===== config.mk =====
export PLATFORM = sky130hd
export DESIGN_NAME = ika87ad_irq_arbiter
export DESIGN_NICKNAME = d
export VERILOG_FILES = /design/src/rtl/ika87ad_irq_pkg.sv /design/src/rtl/ika87ad_irq_prienc.sv /design/src/rtl/ika87ad_irq_arbiter.sv
export SDC_FILE = /design/constraint.sdc
export NUM_CORES = 1
export LEC_CHECK = 0
export ABC_AREA = 1
export BUFFER_PORTS_ARGS = -buffer_cell sky130_fd_sc_hd__buf_2
export CAP_MARGIN = 20
export CORE_UTILIZATION = 47
export DETAILED_ROUTE_END_ITERATION = 6
export HOLD_SLACK_MARGIN = 0.06
export PLACE_DENSITY = 0.9
export SLEW_MARGIN = 40
export SYNTH_ARGS = -nofsm -noshare
export SYNTH_HDL_FRONTEND = slang
export SYNTH_HIERARCHICAL = 1
export SYNTH_SLANG_ARGS = --single-unit

===== constraint.sdc =====
create_clock -name i_EMUCLK -period 4.58 [get_ports i_EMUCLK]
set_input_delay 0.687 -clock i_EMUCLK [delete_from_list [all_inputs] [get_ports i_EMUCLK]]
set_output_delay 0.687 -clock i_EMUCLK [all_outputs]
set_load 0.05 [all_outputs]

===== src/rtl/ika87ad_irq_pkg.sv =====
// Shared definitions for the IKA87AD interrupt arbiter: source codes, vector table, group pairs, FSM states.
// Latency: none. Package contents are constants and pure functions only.
// Backpressure: not applicable.
package ika87ad_irq_pkg;

  localparam int CODE_W   = 5;
  localparam int VEC_W    = 16;
  localparam int NSRC_DEF = 11;

  // Source codes; the code is also the priority (0 = highest).
  localparam logic [CODE_W-1:0] SRC_NMI    = 5'd0;
  localparam logic [CODE_W-1:0] SRC_INTT0  = 5'd1;
  localparam logic [CODE_W-1:0] SRC_INTT1  = 5'd2;
  localparam logic [CODE_W-1:0] SRC_INT1   = 5'd3;
  localparam logic [CODE_W-1:0] SRC_INT2   = 5'd4;
  localparam logic [CODE_W-1:0] SRC_INTE0  = 5'd5;
  localparam logic [CODE_W-1:0] SRC_INTE1  = 5'd6;
  localparam logic [CODE_W-1:0] SRC_INTEIN = 5'd7;
  localparam logic [CODE_W-1:0] SRC_INTAD  = 5'd8;
  localparam logic [CODE_W-1:0] SRC_INTSR  = 5'd9;
  localparam logic [CODE_W-1:0] SRC_INTST  = 5'd10;

  typedef enum logic [1:0] {
    ST_IDLE = 2'd0,
    ST_REQ  = 2'd1,
    ST_ACK  = 2'd2
  } irq_state_t;

  // Fixed vector address for each source; paired sources share one vector.
  function automatic logic [VEC_W-1:0] irq_vector(input logic [CODE_W-1:0] code);
    logic [VEC_W-1:0] v;
    case (code)
      SRC_NMI:               v = 16'h0004;
      SRC_INTT0, SRC_INTT1:  v = 16'h0008;
      SRC_INT1, SRC_INT2:    v = 16'h0010;
      SRC_INTE0, SRC_INTE1:  v = 16'h0018;
      SRC_INTEIN, SRC_INTAD: v = 16'h0020;
      SRC_INTSR, SRC_INTST:  v = 16'h0028;
      default:               v = 16'h0000;
    endcase
    return v;
  endfunction

  // Group pair table: group g holds sources (2g+1, 2g+2). NMI belongs to no group.
  function automatic int grp_lo(input int g);
    return 2 * g + 1;
  endfunction

  function automatic int grp_hi(input int g);
    return 2 * g + 2;
  endfunction

endpackage


===== src/rtl/ika87ad_irq_prienc.sv =====
// Priority encoder: reports whether any request bit is set and the lowest set index.
// Latency: purely combinational.
// Backpressure: none, evaluated every cycle.
module ika87ad_irq_prienc #(
  parameter int N = 11,
  parameter int W = 5
) (
  input  logic [N-1:0] req,
  output logic         vld,
  output logic [W-1:0] idx
);

  // Scan downward so the lowest set index is the last assignment to stick.
  always_comb begin
    vld = |req;
    idx = '0;
    for (int k = N - 1; k >= 0; k--) begin
      if (req[k]) idx = W'(k);
    end
  end

endmodule


===== src/rtl/ika87ad_irq_arbiter.sv =====
// Interrupt arbiter: picks highest-priority eligible flag, presents code/vector, generates auto/manual acks.
// Latency: request 1 cycle after sample tick; acks combinational on the ack tick from registered state.
// Backpressure: request is held until the CPU accepts or the winner withdraws; SKIT slot holds one code.
module ika87ad_irq_arbiter
  import ika87ad_irq_pkg::*;
#(
  parameter int NSRC = NSRC_DEF
) (
  input  logic              i_EMUCLK,
  input  logic              i_MRST,
  input  logic              i_SAMPLETICK,
  input  logic              i_RSTTICK,
  input  logic [NSRC-1:0]   i_IFLAG,
  input  logic [NSRC-1:0]   i_MASK,
  input  logic              i_IE,
  input  logic              i_IRQ_ACCEPT,
  input  logic              i_SKIT,
  input  logic [CODE_W-1:0] i_SKIT_CODE,
  output logic              o_IRQ_REQ,
  output logic [CODE_W-1:0] o_IRQ_CODE,
  output logic [VEC_W-1:0]  o_IRQ_VECTOR,
  output logic              o_IE_CLR,
  output logic [NSRC-1:0]   o_AUTO_ACK,
  output logic              o_MANUAL_ACK,
  output logic [CODE_W-1:0] o_ACK_CODE,
  output logic [NSRC-1:0]   o_MULTI_IRQ_ENABLED
);

  localparam int NGRP = (NSRC - 1) / 2;

  irq_state_t        state, state_nxt;
  logic              latch_ld;
  logic [NSRC-1:0]   multi_en;
  logic [NSRC-1:0]   elig;
  logic              win_vld;
  logic [CODE_W-1:0] win_idx;
  logic [CODE_W-1:0] code_q;
  logic [VEC_W-1:0]  vec_q;
  logic              ie_clr_q;
  logic [NSRC-1:0]   code_oh;
  logic              code_multi;
  logic              slot_vld;
  logic [CODE_W-1:0] slot_code;
  logic              unused_mask0;

  // NMI cannot be masked, so its mask bit carries no meaning.
  assign unused_mask0 = i_MASK[0];

  // A source shares its vector (left for SKIT) only when both members of its pair are unmasked.
  always_comb begin
    multi_en = '0;
    for (int g = 0; g < NGRP; g++) begin
      multi_en[grp_lo(g)] = ~i_MASK[grp_lo(g)] & ~i_MASK[grp_hi(g)];
      multi_en[grp_hi(g)] = ~i_MASK[grp_lo(g)] & ~i_MASK[grp_hi(g)];
    end
  end

  assign o_MULTI_IRQ_ENABLED = multi_en;

  // NMI bypasses both mask and global enable; everything else needs both.
  always_comb begin
    elig = '0;
    for (int k = 0; k < NSRC; k++) begin
      if (k == 0) elig[k] = i_IFLAG[k];
      else        elig[k] = i_IFLAG[k] & ~i_MASK[k] & i_IE;
    end
  end

  ika87ad_irq_prienc #(
    .N (NSRC),
    .W (CODE_W)
  ) u_prienc (
    .req (elig),
    .vld (win_vld),
    .idx (win_idx)
  );

  // State register.
  always_ff @(posedge i_EMUCLK) begin
    if (i_MRST) state <= ST_IDLE;
    else        state <= state_nxt;
  end

  // Next-state: accept beats a same-cycle sample; re-arbitration in REQ always tracks the current winner.
  always_comb begin
    state_nxt = state;
    latch_ld  = 1'b0;
    case (state)
      ST_IDLE: begin
        if (i_SAMPLETICK && win_vld) begin
          state_nxt = ST_REQ;
          latch_ld  = 1'b1;
        end
      end
      ST_REQ: begin
        if (i_IRQ_ACCEPT) begin
          state_nxt = ST_ACK;
        end else if (i_SAMPLETICK) begin
          if (win_vld) latch_ld  = 1'b1;
          else         state_nxt = ST_IDLE;
        end
      end
      ST_ACK: begin
        if (i_RSTTICK) state_nxt = ST_IDLE;
      end
      default: state_nxt = ST_IDLE;
    endcase
  end

  // Winner latch: code and vector held stable for the CPU through REQ and ACK.
  always_ff @(posedge i_EMUCLK) begin
    if (i_MRST) begin
      code_q <= '0;
      vec_q  <= '0;
    end else if (latch_ld) begin
      code_q <= win_idx;
      vec_q  <= irq_vector(win_idx);
    end
  end

  // IE clear pulses in the first ACK cycle, the same cycle the request drops.
  always_ff @(posedge i_EMUCLK) begin
    if (i_MRST) ie_clr_q <= 1'b0;
    else        ie_clr_q <= (state == ST_REQ) && i_IRQ_ACCEPT;
  end

  // SKIT slot: a new SKIT overwrites; the ack tick consumes it unless a SKIT lands in that same cycle.
  always_ff @(posedge i_EMUCLK) begin
    if (i_MRST) begin
      slot_vld  <= 1'b0;
      slot_code <= '0;
    end else if (i_SKIT) begin
      slot_vld  <= 1'b1;
      slot_code <= i_SKIT_CODE;
    end else if (i_RSTTICK) begin
      slot_vld  <= 1'b0;
    end
  end

  assign code_oh    = NSRC'(1) << code_q;
  assign code_multi = |(multi_en & code_oh);

  // Outputs: request from state; acks only exist during the ack tick itself.
  always_comb begin
    o_IRQ_REQ  = (state == ST_REQ);
    o_AUTO_ACK = '0;
    if ((state == ST_ACK) && i_RSTTICK && ((code_q == SRC_NMI) || !code_multi)) begin
      o_AUTO_ACK = code_oh;
    end
    o_MANUAL_ACK = slot_vld & i_RSTTICK;
    o_ACK_CODE   = (slot_vld & i_RSTTICK) ? slot_code : '0;
  end

  assign o_IRQ_CODE   = code_q;
  assign o_IRQ_VECTOR = vec_q;
  assign o_IE_CLR     = ie_clr_q;

endmodule


==> impl_metrics.tcl, run 1 <==
set metrics [dict create \
    status "finished, violations left" \
    violations "DRC" \
    criticalPathCategory "flop to output pin" \
    crit_path_start_kind "flop" \
    critPathMaxFanout 10 \
    finalCritPeriodShare 0.5578 \
    multi_input_area_sq_um 797.0 \
    synth.area.top_cells "dfxtp_1 26%, nor2_1 16%, nand2_1 12%" \
    rrSetupSlack_ns 3.06 \
    post_cts.repair.setup_buffers 0 \
    diodes 0 \
    viasPerCell 4.678 \
    ioPinCount 85 \
    ctsResizeCount 0 \
    nets 336 \
    grt_pass1_wl_microns 5285 \
    syn2layout_area_growth_pct 21.61 \
    synth_seq_cells 18 \
    crit_chain "inv_1, nand2_1, nor2_1, nand3_1, nand2_1, nor2_1, nand3_2, nor2_1, buf_2" \
    cts_tree "done" \
    seq_area_frac_synth 0.2551 \
    die_y_microns 56.82 \
    antenna_found_initial 0 \
    final_layout_size_suffix_gt1_frac 0.2819 \
    topRoutingLayerUsed "met3" \
    wl_met3_microns 170 \
    clk-insertion-delay-late_ns 0.29 \
    grt_usage 0.2034 \
    clkSlewWorstSetupHoldPaths_ns 0.11 \
    grt_max_degree 19 \
    post-dp-hpwl_microns 2704 \
    fin_tns_setup_ns 0 \
    clock-sinks 18 \
    initial_core_util 0.5036 \
    ys_types 26 \
    die-area_sq_mm 0.003229 \
    syn_area_per_cell_sq_um 5.986 \
    max_stage_delay_ns 0.42 \
    finalPower_w 0.0004565 \
    setup_viol 0 \
    hold_violations 0 \
    met1_length_microns 1369 \
    fin_skew_ns 0.008808 \
    vias 1539 \
    grt_pass1_vias 1298 \
    rows 19 \
    period_needed_ns 2.555 \
    max-slew-margin-rel 0.4624 \
    critPathSlowestCell "dfxtp_1" \
    syn_area_sq_mm 0.001413 \
    setup.worst_path.end_class "output pin" \
    hold_path_depth 2 \
    postRouteAntennaNets 0 \
    drt-total-wl_microns 3243 \
    synth_cells 236 \
    drc 4 \
    synth_top_cell_by_area "dfxtp_1" \
    r2r-start "state[1]$_SDFFE_PP0P_" \
    vdd_drop_max_uv 232.3 \
    regArea_sq_um 360.3 \
    coreArea_sq_mm 0.002805 \
    power.density_mw_per_mm2 265.7 \
    hold_buffers 0 \
    clk_path_buf_depth 2 \
    r2r_cells 3 \
    maxCapViolations 0 \
    gp_congestion 0.8929 \
    wl_met2_microns 1703 \
    worstHoldStart "slot_vld$_SDFFE_PP0P_" \
    numCtsBuffers 3 \
    port_buffers 70 \
    required_ns 3.89 \
    route.detailed.wl_per_inst_microns 9.857 \
    hold_end "slot_vld$_SDFFE_PP0P_" \
    drt-initial-drc-count 48 \
    grt_setup_unrepaired "false" \
    num-fill-cells 277 \
    crit_top_cell "nor2_1" \
    cp.arrival_ns 1.87 \
    htreeDepth 1 \
    die_x_microns 56.82 \
    max_freq_mhz 391.4 \
    r2r_end "o_IRQ_CODE[2]$_SDFFE_PP0P_" \
    hp-class "flop to flop" \
    worst_pin_slew_ns 0.8049 \
    synth_top_area_frac 0.2551 \
    cts_root_buffer "clkbuf_4" \
    yosysWarnings 6 \
    p_leak_nw 0.9278 \
    drtPass1Iterations 7 \
    grt_overflow 0 \
    slew_violations 0 \
]
-- worst max-delay path: cells and delay by family, from the launching register on --
| kind | cells | cell delay [ns] |
|---|---|---|
| flops | 1 | 0.42 |
| buf+inv | 2 | 0.37 |
| simple gates | 7 | 0.79 |
-- worst max path at each step --
stage,depth (start not counted),slack (ns),from,end
floorplan,2,1.61,i_RSTTICK,o_AUTO_ACK[0]
global placement,11,2.05,i_IE,o_IRQ_VECTOR[2]$_SDFFE_PP0P_
detailed placement,11,1.96,i_IE,o_IRQ_CODE[2]$_SDFFE_PP0P_
CTS,9,2.07,o_IRQ_CODE[0]$_SDFFE_PP0P_,o_AUTO_ACK[3]
global route,7,1.86,o_IRQ_CODE[1]$_SDFFE_PP0P_,o_AUTO_ACK[9]
finish,9,2.03,o_IRQ_CODE[4]$_SDFFE_PP0P_,o_AUTO_ACK[8]
-- registers in the layout (all words and copies together) (netlist names) --
signal        count
o_IE_CLR          1
o_IRQ_CODE        5
o_IRQ_VECTOR      4
slot_code         5
slot_vld          1
state             2
-- cell type report --
class / count / share of cell area
clock buffers: 4 / 0.02112
inverters: 36 / 0.07866
multi-input cells: 170 / 0.4639
flip-flops and latches: 18 / 0.2098
well taps: 31 / 0.02258
repair buffers: 70 / 0.2039
-- metal layers --
metal,up-vias,GRT usage
met5,-,0
met4,0,0.03833
met3,0,0.04608
met2,59,0.3639
met1,656,0.2493
li1,824,-
-- report_power, final --
group | internal [W] | switching [W] | total, W
logic | 0.0000445 | 0.000137 | 0.000181
registers | 0.000168 | 0.0000102 | 0.000178
clock network | 0.0000484 | 0.0000483 | 0.0000968
-- synthesized netlist by cell type --
| master | count |
|---|---|
| nor2_1 | 59 |
| nand2_1 | 46 |
| inv_1 | 32 |
| buf_4 | 20 |
| dfxtp_1 | 18 |
| a211oi_1 | 11 |
| nand3_1 | 11 |
| a21oi_1 | 9 |
| clkbuf_1 | 4 |
| inv_2 | 4 |
| ha_1 | 3 |
| conb_1 | 2 |
| nor3_1 | 2 |
| o211ai_1 | 2 |
| o21ai_1 | 2 |
| a211oi_2 | 1 |
| a31oi_1 | 1 |
| nand2_2 | 1 |
| nand3_2 | 1 |
| nand4_1 | 1 |
| nor3_2 | 1 |
| nor3_4 | 1 |
| nor3b_1 | 1 |
| nor4_1 | 1 |
| o21ai_0 | 1 |
| or2_4 | 1 |
-- per-stage QoR --
| step | hold slack [ns] | area [sq um] | util | worst slack [ns] | std cells |
|---|---|---|---|---|---|
| after global routing | 0.4966 | 1718 | 0.6124 | 1.856 | 329 |
| after floorplan | 0.4361 | 1458 | - | 1.614 | 248 |
| after CTS | 0.4700 | 1718 | 0.6124 | 2.070 | 329 |
| after global placement | 0.4491 | 1682 | 0.5995 | 2.045 | 325 |
| final | 0.4672 | 1718 | 0.6124 | 2.025 | 329 |
| after detailed placement | 0.4549 | 1682 | 0.5995 | 1.964 | 325 |
-- kinds of logic (layout without fill, tap and decap cells) --
family | count (synthesis) | in the layout | synth area share
AO/OA/AOI/OAI | 27 | 27 | 0.1249
adder cells (fa/ha/maj) | 3 | 3 | 0.02658
buffers and inverters | 60 | 110 | 0.2126
flip-flops | 18 | 18 | 0.2551
other | 2 | 14 | 0.005316
AND/OR/NAND/NOR | 126 | 126 | 0.3756
-- layout by cell type (no fill, tap or decap) --
master	count
a31oi_1	1
nor3_1	2
a21oi_1	9
clkbuf_8	1
a211oi_1	11
clkbuf_4	3
nand4_1	1
o211ai_1	2
nor4_1	1
inv_1	32
or2_4	1
nand3_2	1
buf_2	70
nor3b_1	1
nor3_4	1
nand2_1	46
nand3_1	11
o21ai_1	2
nor2_1	59
nor3_2	1
a211oi_2	1
dfxtp_1	18
conb_1	14
nand2_2	1
ha_1	3
inv_2	4
o21ai_0	1
(Power assumes the default switching activity.)
==> run 2: changes to the inputs <==
--- a/config.mk
+++ b/config.mk
@@ -8,10 +8,10 @@
 export ABC_AREA = 1
 export BUFFER_PORTS_ARGS = -buffer_cell sky130_fd_sc_hd__buf_2
 export CAP_MARGIN = 20
-export CORE_UTILIZATION = 47
+export CORE_UTILIZATION = 43
 export DETAILED_ROUTE_END_ITERATION = 6
 export HOLD_SLACK_MARGIN = 0.06
-export PLACE_DENSITY = 0.9
+export PLACE_DENSITY = 0.84
 export SLEW_MARGIN = 40
 export SYNTH_ARGS = -nofsm -noshare
 export SYNTH_HDL_FRONTEND = slang
==> constraint.sdc (replaced) <==
create_clock -name i_EMUCLK -period 2.6 [get_ports i_EMUCLK]
set_input_delay 0.39 -clock i_EMUCLK [delete_from_list [all_inputs] [get_ports i_EMUCLK]]
set_output_delay 0.39 -clock i_EMUCLK [all_outputs]
set_load 0.05 [all_outputs]
==> run 2 against run 1 <==
The flow now finishes without violations. Clock skew shrank 0.0069 ns. Sequential share of layout area shrank 0.36 points. Sequential power grew 77%. Clock power grew 75%. Global-route usage shrank 2.2 points. Combinational power grew 75%. Core utilization shrank 4.5 points.
==> impl_metrics.tcl, run 2 (same netlist as run 1, synthesis figures left out) <==
set metrics [dict create \
    status "finished clean" \
    most-common-layout-cells "70 x buf_2, 59 x nor2_1, 46 x nand2_1" \
    fin_skew_ns 0.001933 \
    hold_path_depth 3 \
    htreeDepth 1 \
    max_freq_mhz 441.8 \
    clock-sinks 18 \
    hold_violations 0 \
    clkSlewWorstSetupHoldPaths_ns 0.10 \
    grt_max_degree 19 \
    vias 1530 \
    diodes 0 \
    cts_tree "done" \
    postRouteAntennaNets 0 \
    hp-class "input port to flop" \
    crit_chain "nor2_1, nand2_1, nor2_1, nand2_1, nand2_1, nor2_1, nand3_2, nor2_1, buf_2" \
    p_int_w 0.0004619 \
    critPathMaxFanout 10 \
    crit_top_cell "nor2_1" \
    p_seq_frac 0.394 \
    hold_end "o_IE_CLR$_SDFF_PP0_" \
    coreArea_sq_mm 0.003078 \
    cts_root_buffer "clkbuf_4" \
    r2r_end "o_IRQ_CODE[4]$_SDFFE_PP0P_" \
    post-dp-hpwl_microns 2561 \
    r2r-start "state[1]$_SDFFE_PP0P_" \
    num-fill-cells 321 \
    grt_pass1_wl_microns 4864 \
    required_ns 2.21 \
    gp_congestion 0.8605 \
    initial_core_util 0.4589 \
    grt_pass1_vias 1169 \
    finalCritPeriodShare 0.8705 \
    hold_buffers 0 \
    viasPerCell 4.461 \
    slew_violations 0 \
    crit_cells 9 \
    drt-total-wl_microns 3055 \
    die_x_microns 59.32 \
    period_needed_ns 2.263 \
    post_cts.repair.setup_buffers 0 \
    die_y_microns 59.32 \
    max_stage_delay_ns 0.46 \
    worstHoldStart "i_IRQ_ACCEPT" \
    setup_viol 0 \
    clk-insertion-delay-late_ns 0.29 \
    r2r_cells 4 \
    setup.worst_path.end_class "output pin" \
    crit_path_start_kind "flop" \
    ctsResizeCount 0 \
    p_leak_nw 0.9334 \
    rrSetupSlack_ns 1.42 \
    maxCapViolations 0 \
    syn2layout_area_growth_pct 23.74 \
    crit_buf_inv 1 \
    ioPinCount 85 \
    power_frac_clock 0.211 \
    grt_usage 0.1811 \
    fin_tns_setup_ns 0 \
    cp_top_family "simple AND/OR/NAND/NOR gates" \
    grt_overflow 0 \
    power.density_mw_per_mm2 458.3 \
    cp.arrival_ns 1.87 \
    port_buffers 70 \
    die-area_sq_mm 0.003518 \
    criticalPathCategory "flop to output pin" \
    swShare 0.4234 \
    final_layout_size_suffix_gt1_frac 0.2876 \
    rows 20 \
    layout_commonest_cell "buf_2" \
    grt_setup_unrepaired "false" \
    nets 337 \
    antenna_found_initial 0 \
    fin_util 0.5679 \
    drc 0 \
    numCtsBuffers 3 \
    vdd_drop_max_uv 248.6 \
    critPathSlowestCell "dfxtp_1" \
    drtPass1Iterations 4 \
    pwr-share-comb 0.396 \
    drt-initial-drc-count 35 \
    clk_path_buf_depth 2 \
    route.detailed.wl_per_inst_microns 8.907 \
    p_sw_w 0.0003392 \
]
## run 2: cell count changes in the layout (fill, tap and decap cells not counted)
cell	before	now
buf_4	0	1
nor4_1	1	0
nor4_2	0	1
## run 2: cell type report
class	count	area (sq um)	area share
sequential	18	360.3	0.2062
multi-input combinational	170	803.3	0.4596
clock buffer	4	36.28	0.02076
inverter	36	135.1	0.07731
timing repair buffer	71	357.8	0.2047
tap	44	55.05	0.03150
## run 2: through the flow
stage	power, W	instances	hold slack, ns	worst slack, ns	area (sq um)
floorplan	0.0005879	248	0.4361	0.1379	1464
global placement	0.0006332	339	0.4498	0.5573	1712
detailed placement	0.0006381	339	0.4561	0.5150	1712
CTS	0.0008089	343	0.3552	0.3352	1748
global route	0.0008526	343	0.3610	0.1252	1748
finish	0.0008011	343	0.3631	0.3367	1748
## run 2: worst register-to-register path: cells and delay by family (launching register included)
kind             cells  cell delay, ns
AO/OA/AOI/OAI        2            0.27
flip-flops           1            0.38
AND/OR/NAND/NOR      2            0.42
## run 2: worst max path at each step
stage,start,end
finish,o_IRQ_CODE[3]$_SDFFE_PP0P_,o_AUTO_ACK[8]
global route,o_IRQ_CODE[3]$_SDFFE_PP0P_,o_AUTO_ACK[8]
CTS,o_IRQ_CODE[3]$_SDFFE_PP0P_,o_AUTO_ACK[4]
detailed placement,i_IE,o_IRQ_VECTOR[3]$_SDFFE_PP0P_
global placement,i_IE,o_IRQ_VECTOR[3]$_SDFFE_PP0P_
floorplan,o_IRQ_CODE[4]$_SDFFE_PP0P_,o_AUTO_ACK[10]
## run 2: metal layers
layer,GRT usage,share of wire
met1,0.2409,0.46
met2,0.2857,0.48
met5,0,0
met3,0.03930,0.047
met4,0.06803,0.017
## run 2: power groups by stage
stage / clock, W / combinational (W) / sequential, W
after detailed placement: 0 / 0.000316 / 0.000322
after global placement: 0 / 0.000312 / 0.000321
after global routing: 0.000189 / 0.000345 / 0.000318
final: 0.000169 / 0.000317 / 0.000315
after CTS: 0.000177 / 0.000317 / 0.000315
after floorplan: 0 / 0.000229 / 0.000359
==> run 3: changes to the inputs <==
--- a/config.mk
+++ b/config.mk
@@ -6,7 +6,7 @@
 export NUM_CORES = 1
 export LEC_CHECK = 0
 export ABC_AREA = 1
-export BUFFER_PORTS_ARGS = -buffer_cell sky130_fd_sc_hd__buf_2
+export BUFFER_PORTS_ARGS = -buffer_cell sky130_fd_sc_hd__buf_4
 export CAP_MARGIN = 20
 export CORE_UTILIZATION = 43
 export DETAILED_ROUTE_END_ITERATION = 6
==> constraint.sdc (replaced) <==
create_clock -name i_EMUCLK -period 2.3 [get_ports i_EMUCLK]
set_input_delay 0.345 -clock i_EMUCLK [delete_from_list [all_inputs] [get_ports i_EMUCLK]]
set_output_delay 0.345 -clock i_EMUCLK [all_outputs]
set_load 0.05 [all_outputs]
==> run 3 against run 2 <==
Worst hold slack worse by 0.044 ns. Worst setup slack worse by 0.24 ns. First-iteration DRC count is 17% higher. Largest cell class unchanged. Clock-buffer cell count stayed put. Routed wire length is 10% higher. Critical path depth stayed put. Sequential share of layout area is 1.8 points lower. Die area stayed put.
==> impl_metrics.tcl, run 3 (same netlist as run 1, synthesis figures left out) <==
set metrics [dict create \
    status "finished clean" \
    port_buffers 70 \
    postRouteAntennaNets 0 \
    rows 20 \
    power.density_mw_per_mm2 488.0 \
    ctsResizeCount 0 \
    die_x_microns 59.32 \
    numCtsBuffers 3 \
    cts_tree "done" \
    post-dp-hpwl_microns 2746 \
    clock-sinks 18 \
    placed_area_sq_mm 0.001887 \
    criticalPathCategory "flop to output pin" \
    clk_path_buf_depth 2 \
    viasPerCell 4.494 \
    syn2layout_area_growth_pct 37.38 \
    grt_pass1_wl_microns 5085 \
    die_y_microns 59.32 \
    clkSlewWorstSetupHoldPaths_ns 0.10 \
    cts_root_buffer "clkbuf_4" \
    critPathSlowestCell "dfxtp_1" \
    crit_path_start_kind "flop" \
    vdd_drop_max_uv 290.4 \
    drtPass1Iterations 4 \
    finalCritPeriodShare 0.9565 \
    clk-insertion-delay-late_ns 0.29 \
    drt-initial-drc-count 41 \
    vias 1546 \
    setup_viol 0 \
    critPathMaxFanout 6 \
    layout_commonest_cell "buf_4" \
    hold_violations 0 \
    hp-class "input port to flop" \
    grt_overflow 0 \
    grt_max_degree 19 \
    drc 0 \
    hold_buffers 0 \
    route.detailed.wl_per_inst_microns 9.776 \
    max_stage_delay_ns 0.42 \
    initial_core_util 0.4589 \
    finalPower_w 0.0009471 \
    fin_area_sq_mm 0.001941 \
    grt_usage 0.1872 \
    max_freq_mhz 454.5 \
    crit_top_cell "nor2_1" \
    required_ns 1.96 \
    setup.worst_path.end_class "output pin" \
    post_cts.repair.setup_buffers 0 \
    slew_violations 0 \
    nets 338 \
    antenna_found_initial 0 \
    grt_pass1_vias 1219 \
    most-common-layout-cells "71 x buf_4, 58 x nor2_1, 46 x nand2_1" \
    period_needed_ns 2.200 \
    drt-total-wl_microns 3363 \
    crit_chain "inv_1, nand2_2, inv_2, nand3_1, nand2_1, nor2_1, nand3_2, nor2_1, buf_4" \
    p_leak_nw 0.9673 \
    fin_ws_ns 0.09995 \
    coreArea_sq_mm 0.003078 \
    diodes 0 \
    maxCapViolations 0 \
    gp_congestion 0.8479 \
    htreeDepth 1 \
    cp.arrival_ns 1.86 \
    ioPinCount 85 \
    final_layout_size_suffix_gt1_frac 0.3067 \
    fin_skew_ns 0.0003929 \
    dp_worst_setup_slack_ns 0.3471 \
    die-area_sq_mm 0.003518 \
]
-- run 3: cell types whose count changed in the layout (fill, tap and decap cells not counted), sizes merged --
cell | previous run | this run
nand3 | 12 | 13
-- run 3: worst paths after layout --
check / cells after the start / startpoint / endpoint / slack, ns
max: 9 / o_IRQ_CODE[0]$_SDFFE_PP0P_ / o_AUTO_ACK[7] / 0.1
min: 4 / i_RSTTICK / slot_vld$_SDFFE_PP0P_ / 0.32
min reg2reg: 2 / slot_vld$_SDFFE_PP0P_ / slot_vld$_SDFFE_PP0P_ / 0.47
max reg2reg: 4 / state[1]$_SDFFE_PP0P_ / o_IRQ_CODE[4]$_SDFFE_PP0P_ / 1.14
-- run 3: per-layer routing --
| metal | vias up | global-route usage | wire length [microns] |
|---|---|---|---|
| met3 | 4 | 0.04148 | 141 |
| li1 | 833 | - | - |
| met1 | 661 | 0.2517 | 1439 |
| met5 | - | 0 | 0 |
| met4 | 0 | 0.03401 | 28 |
| met2 | 48 | 0.3082 | 1753 |
-- run 3: metrics by stage --
| step | TNS (ns) | util | std cells | hold WS (ns) |
|---|---|---|---|---|
| detailed placement | 0 | 0.6130 | 339 | 0.4569 |
| global placement | 0 | 0.6130 | 339 | 0.4492 |
| global route | -0.03570 | 0.6305 | 344 | 0.3319 |
| floorplan | -1.171 | - | 248 | 0.4361 |
| CTS | 0 | 0.6248 | 343 | 0.3188 |
| finish | 0 | 0.6305 | 344 | 0.3189 |
-- run 3: report_power, final --
group / switching (W) / internal, W / leakage (nW)
logic: 0.000272 / 0.000123 / 0.797
clock network: 0.0000984 / 0.0000965 / 0.0210
registers: 0.0000209 / 0.000336 / 0.150
total: 0.000392 / 0.000555 / 0.967
-- run 3: layout make-up --
| type | count | area, sq um |
|---|---|---|
| clock buffer | 4 | 36.28 |
| fill | 282 | 1137 |
| inverter | 36 | 135.1 |
| multi-input combinational | 171 | 815.8 |
| sequential | 18 | 365.4 |
| tap | 44 | 55.05 |
| timing repair buffer | 71 | 533.0 |
-- run 3: critical path: cells and delay by family, from the launching register on --
family | cells | cell delay, ns
flip-flops | 1 | 0.42
buffers and inverters | 3 | 0.36
AND/OR/NAND/NOR | 6 | 0.78
